## src/rtl/uart_pkg.sv

```systemverilog
// Shared UART definitions: receiver FSM state encoding, frame width and the
// clock-divider derivation. Reused by the receiver, its bus wrapper and the
// transmitter so every block agrees on bit timing.
package uart_pkg;

  localparam int unsigned FRAME_W = 8;

  typedef enum logic [2:0] {
    ST_IDLE,
    ST_START,
    ST_DATA,
    ST_STOP,
    ST_WAIT_HIGH
  } uart_state_e;

  // System clocks per serial bit, rounded down.
  function automatic int unsigned calc_div(input int unsigned freq_mhz,
                                           input int unsigned bauds);
    return (freq_mhz * 1000000) / bauds;
  endfunction

  // Clocks from the start edge to the middle of the start bit.
  function automatic int unsigned calc_half(input int unsigned freq_mhz,
                                            input int unsigned bauds);
    return calc_div(freq_mhz, bauds) / 2;
  endfunction

endpackage

```

## src/rtl/uart_bit_timer.sv

```systemverilog
// Bit-period down-counter for the UART receiver.
//   clk_i      : system clock
//   resetq_i   : synchronous active-low reset, clears the count
//   load_i     : load strobe, takes priority over counting
//   load_val_i : value loaded on load_i
//   zero_o     : count is zero
// The counter stops at zero and is never allowed to wrap; the owner reloads
// it whenever it wants another interval.
module uart_bit_timer #(
  parameter int unsigned WIDTH = 4
) (
  input  logic             clk_i,
  input  logic             resetq_i,
  input  logic             load_i,
  input  logic [WIDTH-1:0] load_val_i,
  output logic             zero_o
);

  logic [WIDTH-1:0] cnt_q, cnt_d;

  always_comb begin
    cnt_d = cnt_q;
    if (load_i) begin
      cnt_d = load_val_i;
    end else if (cnt_q != '0) begin
      cnt_d = cnt_q - 1'b1;
    end
  end

  always_ff @(posedge clk_i) begin
    if (!resetq_i) begin
      cnt_q <= '0;
    end else begin
      cnt_q <= cnt_d;
    end
  end

  assign zero_o = (cnt_q == '0);

endmodule

```

## src/rtl/uart_rx.sv

```systemverilog
// UART receiver, 8N1, with a single-byte holding register.
//   clk      : system clock, rising edge
//   resetq   : synchronous active-low reset
//   rx       : asynchronous serial line, idles high
//   rd       : consume strobe; clears the held byte and the sticky flags
//   rx_data  : last accepted byte
//   valid    : rx_data holds an unconsumed byte
//   ferr     : sticky framing error (stop bit sampled low)
//   overrun  : sticky, a byte completed while valid was set and was dropped
module uart_rx
  import uart_pkg::*;
#(
  parameter int unsigned FREQ_MHZ = 50,
  parameter int unsigned BAUDS    = 115200
) (
  input  logic       clk,
  input  logic       resetq,
  input  logic       rx,
  input  logic       rd,
  output logic [7:0] rx_data,
  output logic       valid,
  output logic       ferr,
  output logic       overrun
);

  localparam int unsigned DIV  = calc_div(FREQ_MHZ, BAUDS);
  localparam int unsigned HALF = calc_half(FREQ_MHZ, BAUDS);
  localparam int unsigned TW   = $clog2(DIV);
  localparam int unsigned IW   = $clog2(FRAME_W);

  localparam logic [TW-1:0] DIV_M1  = TW'(DIV - 1);
  localparam logic [TW-1:0] HALF_M1 = TW'(HALF - 1);

  if (DIV < 4) begin : g_div_check
    $error("uart_rx: FREQ_MHZ*1e6/BAUDS must be at least 4");
  end

  // Two-flop synchronizer; resets to the idle (high) line level.
  logic [1:0] sync_q;
  logic       rxs;

  always_ff @(posedge clk) begin
    if (!resetq) begin
      sync_q <= '1;
    end else begin
      sync_q <= {sync_q[0], rx};
    end
  end

  assign rxs = sync_q[1];

  // Bit timer
  logic          tmr_load;
  logic [TW-1:0] tmr_val;
  logic          tmr_zero;

  uart_bit_timer #(
    .WIDTH (TW)
  ) u_bit_timer (
    .clk_i      (clk),
    .resetq_i   (resetq),
    .load_i     (tmr_load),
    .load_val_i (tmr_val),
    .zero_o     (tmr_zero)
  );

  // FSM
  uart_state_e state_q, state_d;
  logic [IW-1:0] bit_idx_q, bit_idx_d;
  logic [FRAME_W-1:0] shift_q, shift_d;
  logic idx_clr, sample, byte_done, frame_err;

  always_ff @(posedge clk) begin
    if (!resetq) begin
      state_q <= ST_IDLE;
    end else begin
      state_q <= state_d;
    end
  end

  always_comb begin
    state_d = state_q;
    case (state_q)
      ST_IDLE:      if (!rxs) state_d = ST_START;
      ST_START:     if (tmr_zero) state_d = rxs ? ST_IDLE : ST_DATA;
      ST_DATA:      if (tmr_zero && (bit_idx_q == IW'(FRAME_W - 1))) state_d = ST_STOP;
      ST_STOP:      if (tmr_zero) state_d = rxs ? ST_IDLE : ST_WAIT_HIGH;
      ST_WAIT_HIGH: if (rxs) state_d = ST_IDLE;
      default:      state_d = ST_IDLE;
    endcase
  end

  always_comb begin
    tmr_load  = 1'b0;
    tmr_val   = DIV_M1;
    idx_clr   = 1'b0;
    sample    = 1'b0;
    byte_done = 1'b0;
    frame_err = 1'b0;
    case (state_q)
      ST_IDLE: begin
        if (!rxs) begin
          tmr_load = 1'b1;
          tmr_val  = HALF_M1;
        end
      end
      ST_START: begin
        if (tmr_zero && !rxs) begin
          tmr_load = 1'b1;
          idx_clr  = 1'b1;
        end
      end
      ST_DATA: begin
        if (tmr_zero) begin
          tmr_load = 1'b1;
          sample   = 1'b1;
        end
      end
      ST_STOP: begin
        if (tmr_zero) begin
          byte_done = rxs;
          frame_err = !rxs;
        end
      end
      default: ;
    endcase
  end

  // Datapath: bit index and LSB-first shift register
  always_comb begin
    bit_idx_d = bit_idx_q;
    shift_d   = shift_q;
    if (idx_clr) begin
      bit_idx_d = '0;
    end else if (sample) begin
      bit_idx_d = bit_idx_q + 1'b1;
      shift_d   = {rxs, shift_q[FRAME_W-1:1]};
    end
  end

  // Holding register and sticky flags
  logic [FRAME_W-1:0] rx_data_q, rx_data_d;
  logic valid_q, valid_d, ferr_q, ferr_d, overrun_q, overrun_d;

  // A completing byte takes precedence over a simultaneous consume: the
  // consume frees the slot for the new byte and leaves overrun untouched.
  always_comb begin
    rx_data_d = rx_data_q;
    valid_d   = valid_q;
    ferr_d    = ferr_q;
    overrun_d = overrun_q;
    if (rd) begin
      ferr_d = 1'b0;
    end
    if (byte_done) begin
      if (!valid_q || rd) begin
        rx_data_d = shift_q;
        valid_d   = 1'b1;
      end else begin
        overrun_d = 1'b1;
      end
    end else if (rd) begin
      valid_d   = 1'b0;
      overrun_d = 1'b0;
    end
    if (frame_err) begin
      ferr_d = 1'b1;
    end
  end

  always_ff @(posedge clk) begin
    if (!resetq) begin
      bit_idx_q <= '0;
      shift_q   <= '0;
      rx_data_q <= '0;
      valid_q   <= 1'b0;
      ferr_q    <= 1'b0;
      overrun_q <= 1'b0;
    end else begin
      bit_idx_q <= bit_idx_d;
      shift_q   <= shift_d;
      rx_data_q <= rx_data_d;
      valid_q   <= valid_d;
      ferr_q    <= ferr_d;
      overrun_q <= overrun_d;
    end
  end

  assign rx_data = rx_data_q;
  assign valid   = valid_q;
  assign ferr    = ferr_q;
  assign overrun = overrun_q;

endmodule

```

## config.mk

```make
export PLATFORM = sky130hd
export DESIGN_NAME = uart_rx
export DESIGN_NICKNAME = d
export VERILOG_FILES = /design/src/rtl/uart_pkg.sv /design/src/rtl/uart_bit_timer.sv /design/src/rtl/uart_rx.sv
export SDC_FILE = /design/constraint.sdc
export NUM_CORES = 1
export LEC_CHECK = 0
export ABC_AREA = 1
export CAP_MARGIN = 25
export CORE_AREA = 2 2 60 62
export DETAILED_ROUTE_END_ITERATION = 12
export DIE_AREA = 0 0 62 64
export PLACE_DENSITY = 0.81
export REMOVE_ABC_BUFFERS = 1
export SYNTH_ARGS = -nofsm -noshare
export SYNTH_HDL_FRONTEND = slang
export SYNTH_SLANG_ARGS = --single-unit
```

## constraint.sdc

```tcl
create_clock -name clk -period 2.3 [get_ports clk]
set_clock_uncertainty 0.2 [all_clocks]
set_input_delay 0.345 -clock clk [delete_from_list [all_inputs] [get_ports clk]]
set_output_delay 0.345 -clock clk [all_outputs]
set_load 0.03 [all_outputs]
```

Yosys cells after proc, flatten, opt, wreduce, memory -nomap -nowiden. Index checks and enable logic that the tools add are counted.

Add/subtract/negate cells: 2. Multiply operators: 0. Divide/modulo/power cells: 0. Order comparisons: 0. Equal/unequal tests: 12. Shift operators: 0. Mux-type cells: 28. Bitwise operators: 2. Reduce and logical (&&, ||, !) cells: 17.

Operators by type and width (number): $mux W9 (4); $mux W3 (6); $mux W1 (15); $pmux W3 S5 (1); $ne A2 B2 Y1 const B (6); $logic_not A9 Y1 (1); $reduce_bool A9 Y1 (1); $sub A9 B1 Y9 const B (1); $reduce_and A2 Y1 (4); $eq A3 B2 Y1 const B (2); $eq A3 B3 Y1 const B (2); $reduce_bool A2 Y1 (3); $reduce_and A5 Y1 (1); $add A3 B1 Y3 const B (1); $eq A3 B1 Y1 const B (1); $logic_not A3 Y1 (1); $pmux W1 S3 (1); $logic_and A1 B1 Y1 (2); $logic_not A1 Y1 (2); $mux W2 (1); $ne A2 B1 Y1 const B (1); $not A1 Y1 (2); $reduce_or A2 Y1 (1); $logic_or A1 B1 Y1 (1).

Flip-flop bits (word level): 36. Latch bits: 0. Memory bits (writable): 0. Bits in read-only memories: 0. Output and inout bits: 11. Logic and storage cells: 70. Memories kept: 0.

Logic depth before layout (Yosys ltp). Gate-level depths: netlist of the first run.

Depth in word-level cells: 6. Mapped depth: 11. Depth with buffers taken out: 10.

Cells and area by module. Synthesis of the first run repeated with hierarchy kept, for this count alone.

Cells, all modules: 226. Area, all modules: 1636.6 µm².

By module, submodules not included: uart_rx (times used 1, cells each 139, area each 1059.8 µm², sequential area each 540.5 µm²); uart_bit_timer (times used 1, cells each 87, area each 576.8 µm², sequential area each 180.2 µm²).

Worst setup path before layout of the first run. No wires, ideal clock.

Kind: flip-flop to flip-flop. From: reg u_bit_timer.cnt_q[0]. To: reg rx_data_q[1], in the netlist rx_data[1]. Data arrival time: 1394 ps. Setup slack: 593 ps. Stages on the path, launching flop included: 11. Buffers on the path: 1. Period minus slack after synthesis: 1707 ps. Cell sequence: dfxtp_1 > inv_1 > ha_1 > nand2_2 > nor2_4 > nand3_4 > inv_4 > nand3_4 > buf_6 > nor2_1 > nor2_1.

Cells in the longest elaborated chain, start to end: 4.

Ends and longest elaborated chain: from (decl) (RTL line uart_bit_timer.sv:19) `logic [WIDTH-1:0] cnt_q, cnt_d;`; from (signal assigned) (RTL line uart_bit_timer.sv:34) `cnt_q <= cnt_d;`; $logic_not A9 Y1 (RTL line uart_bit_timer.sv:38) `assign zero_o = (cnt_q == '0);`; $mux W1 (RTL line uart_rx.sv:120) `if (tmr_zero) begin`; $mux W1 (RTL line uart_rx.sv:100) `case (state_q)`; $reduce_and A2 Y1 (no line); to (signal assigned) (RTL line uart_rx.sv:182) `rx_data_q <= rx_data_d;`; to (decl) (RTL line uart_rx.sv:142) `logic [FRAME_W-1:0] rx_data_q, rx_data_d;`.

Every way passes these cells. A chain may end at the register's enable or synchronous reset.

Final worst setup path of the first run.
From: reg u_bit_timer.cnt_q[0]. To: reg shift_q[0].

Cells in the longest elaborated chain, start to end: 6. Elaborated cells between the ends (all ways): 8.

Ends and longest elaborated chain: $logic_not A9 Y1 * (RTL line uart_bit_timer.sv:38); $logic_and A1 B1 Y1 (RTL line uart_rx.sv:108) `if (tmr_zero && !rxs) begin`; $mux W1 (RTL line uart_rx.sv:108); $mux W1 (RTL line uart_rx.sv:100); $not A1 Y1 (no line); $reduce_and A2 Y1 (no line) *; to (signal assigned) (RTL line uart_rx.sv:181) `shift_q <= shift_d;`; to (decl) (RTL line uart_rx.sv:70) `logic [FRAME_W-1:0] shift_q, shift_d;`.

Mark *: on every way between the ends. The rest lies on a longest branch, timed or not.

==> results of run 1 <==
## cell families (layout without fill, tap and decap cells)
group	Yosys count	in the layout	synth area share [%]
buffers and inverters	33	52	8.37
and+or+nand+nor	128	128	34.8
AOI/OAI and AO/OA	30	30	9.04
adders and majority gates	3	3	2.26
xor gates and xnor gates	4	4	2.11
DFF	36	36	43.4
## cell type report
| class | count | area [µm²] | area share [%] |
|---|---|---|---|
| clock buffer | 6 | 41.3 | 2.15 |
| clock inverter | 2 | 35.0 | 1.83 |
| inverter | 28 | 108 | 5.61 |
| tap | 46 | 57.6 | 3.00 |
| timing repair buffer | 16 | 155 | 8.09 |
| sequential | 36 | 721 | 37.6 |
| multi-input combinational | 165 | 801 | 41.7 |
## power by group through the flow
stage / Combinational (W) / Clock, W / Sequential, W
detailed placement: 0.000625 / 0 / 0.000764
global placement: 0.000616 / 0 / 0.000762
CTS: 0.000631 / 0.000439 / 0.000749
finish: 0.000634 / 0.000432 / 0.000751
floorplan: 0.000527 / 0 / 0.000751
global route: 0.000717 / 0.000470 / 0.000762
## metal layers
metal | vias up | GRT usage [%] | routed length [µm]
met4 | 0 | 7.98 | 55
met1 | 686 | 23.7 | 1470
li1 | 773 | - | -
met5 | - | 0 | 0
met3 | 7 | 4.66 | 133
met2 | 32 | 30.9 | 1580
## stage by stage
stage                     util (%)  cell area [µm²]
after floorplan                  -             1630
after global routing          58.4             1920
after CTS                     58.4             1920
after detailed placement      56.1             1840
final                         58.4             1920
after global placement        56.1             1840
## path summary, 6_finish.rpt
path,startpoint,endpoint,slack (ns),depth (start not counted)
worst max-delay path,u_bit_timer.cnt_q[0]$_SDFFE_PN0P_,shift_q[0]$_SDFFE_PN0P_,0.32,9
worst min-delay path,sync_q[0]$_SDFF_PN1_,sync_q[1]$_SDFF_PN1_,0.23,1
worst max register to register,u_bit_timer.cnt_q[0]$_SDFFE_PN0P_,shift_q[0]$_SDFFE_PN0P_,0.32,9
worst min register to register,sync_q[0]$_SDFF_PN1_,sync_q[1]$_SDFF_PN1_,0.23,1
## registers in the layout, summed over array words and instances (netlist names)
register / count
u_bit_timer.cnt_q: 9
rx_data: 8
shift_q: 8
bit_idx_q: 3
state_q: 3
sync_q: 2
ferr: 1
overrun: 1
valid: 1
## worst register-to-register path: stages (launching register included)
cell and delay [ns]:
dfxtp_1 0.32, inv_1 0.12, ha_1 0.24, nand2_2 0.08, nor2_4 0.11, nand3_4 0.16, nor2_4 0.29, inv_2 0.15
nor2_1 0.13, nor2_1 0.06
## layout by cell type (no fill, tap or decap), drive strengths merged
cell           netlist  routed
nand3               16      16
clkdlybuf4s50        0      14
xnor2                1       1
clkbuf               2       6
dfxtp               36      36
nand2               52      52
xor2                 3       3
or2                  2       2
clkinv               0       1
nor2                54      54
nand3b               1       1
nor3                 1       1
o21ai               14      14
bufinv               0       1
ha                   3       3
nand4                2       2
inv                 28      28
a21oi               16      16
buf                  3       2
==> flow_summary.ini, run 1 <==
[run_status]
outcome = complete, no violations

[cells_and_area]
syn2layout_area_growth_pct = 15.5
fin_cells = 299
num-nets-final = 259
drive_above_1_share_pct = 11.9
nFillCells = 309
diodes = 0

[drt]
dr.first_iter.drc_count = 51
wl_um = 3240
vias = 1498
viasPerCell = 5.01
first_pass_iters = 4
drtAntennaViolNets = 0
wire_per_inst_um = 10.8
drc = 0

[placement]
dp_cells = 291
io_buffers = 14
hpwl_um = 2300
place_ws_ns = 0.345
gp_congestion = 0.849

[sta]
grt_setup_unrepaired = no
hold_violations = 0
worst_pin_slew_ns = 0.373
setup_viol = 0
hold_ws_ns = 0.226
relSlewSlack_pct = 74.8
fin_crit_sh_pct = 86.0
fmax_mhz = 506
setup_slack_ns = 0.322
post-route-min-period_ns = 1.98
final.setup.tns_ns = 0
final-max-slew-violation-count = 0

[clock_tree]
cts_buffers = 5
cts_setup_buffers = 0
cts_resized = 0
clock_latency_ns = 0.33
h-tree-depth = 2
hold_buffers = 0
cts-root-buf = clkbuf_4
clock-sinks = 36
clkTransAtPathRegs_ns = 0.11
clock_path_buffers = 2
cts_tree = built

[global_routing]
globalRoute.totalOverflow = 0
grt_max_degree = 19
grt_pass1_vias = 1401
grt_first_pass_wirelength_um = 5780
track_usage_pct = 19.2
antenna_found_initial = 0

[logic_synthesis]
ys_seq_area_share_pct = 43.4
yosysWarnings = 0
synth_seq_cells = 36
postSynthAreaPerCell_um2 = 7.10
syn_inst = 234
ys_top_cells_by_area = dfxtp_1 43%, nor2_1 11%, nand2_1 11%
synth_ff_type = dfxtp_1
yosysMostFrequentCell = nor2_1
yosysTopAreaCell = dfxtp_1
synth_edf_count = 0
synth_cell_types = 25
synthTopCellsByCount = 49 x nor2_1, 48 x nand2_1, 36 x dfxtp_1
synth_area_um2 = 1660
synthArstFlopShare_pct = 0
synth_top_area_share_pct = 43.4

[worst_setup_path]
cp.required_ns = 2.33
path_class = reg2reg
crit_path_end_kind = register
crit_buf_inv = 2
critPathLaunchType = register
crit_arrival_ns = 2.01
worst_path_max_delay_cell = dfxtp_1
path_cells = inv_1, ha_1, nand2_2, nor2_4, nand3_4, nor2_4, inv_2, nor2_1, nor2_1
path_max_fanout = 12
critPathTopFamily = simple AND/OR/NAND/NOR gates
slowest_delay_ns = 0.32

[floorplanning]
die_w_um = 62
die_height_um = 64
rows = 21
start_util_pct = 50.6
pin_count = 15
core-area_um2 = 3280
die-area_um2 = 3970

[pwr]
power.share.switching_pct = 36.3
intPower_w = 0.00116
clkPwrFrac_pct = 23.8
p_sw_w = 0.000659
leakage_nw = 0.915
p_comb_share_pct = 34.9
p_seq_share_pct = 41.3
p_per_area_nw_per_um2 = 947
irDropWorstVdd_v = 0.000484
finalPower_w = 0.00182

[flow_run]
cap_violations = 0

[min_path]
hold_path.class = reg2reg
Power figures use the tool's default switching activity.
==> run 2: changes to the inputs <==
--- a/config.mk
+++ b/config.mk
@@ -8,6 +8,7 @@
 export ABC_AREA = 1
 export CAP_MARGIN = 25
 export CORE_AREA = 2 2 60 62
+export CTS_CLUSTER_SIZE = 30
 export DETAILED_ROUTE_END_ITERATION = 12
 export DIE_AREA = 0 0 62 64
 export PLACE_DENSITY = 0.81
==> results of run 2 <==
Final layout, timing and power as in run 1 (identical DEF).
==> run 3: changes to the inputs <==
--- a/config.mk
+++ b/config.mk
@@ -8,6 +8,7 @@
 export ABC_AREA = 1
 export CAP_MARGIN = 25
 export CORE_AREA = 2 2 60 62
+export CTS_CLUSTER_DIAMETER = 80
 export CTS_CLUSTER_SIZE = 30
 export DETAILED_ROUTE_END_ITERATION = 12
 export DIE_AREA = 0 0 62 64
==> results of run 3 <==
Final layout, timing and power as in run 1 (identical DEF).
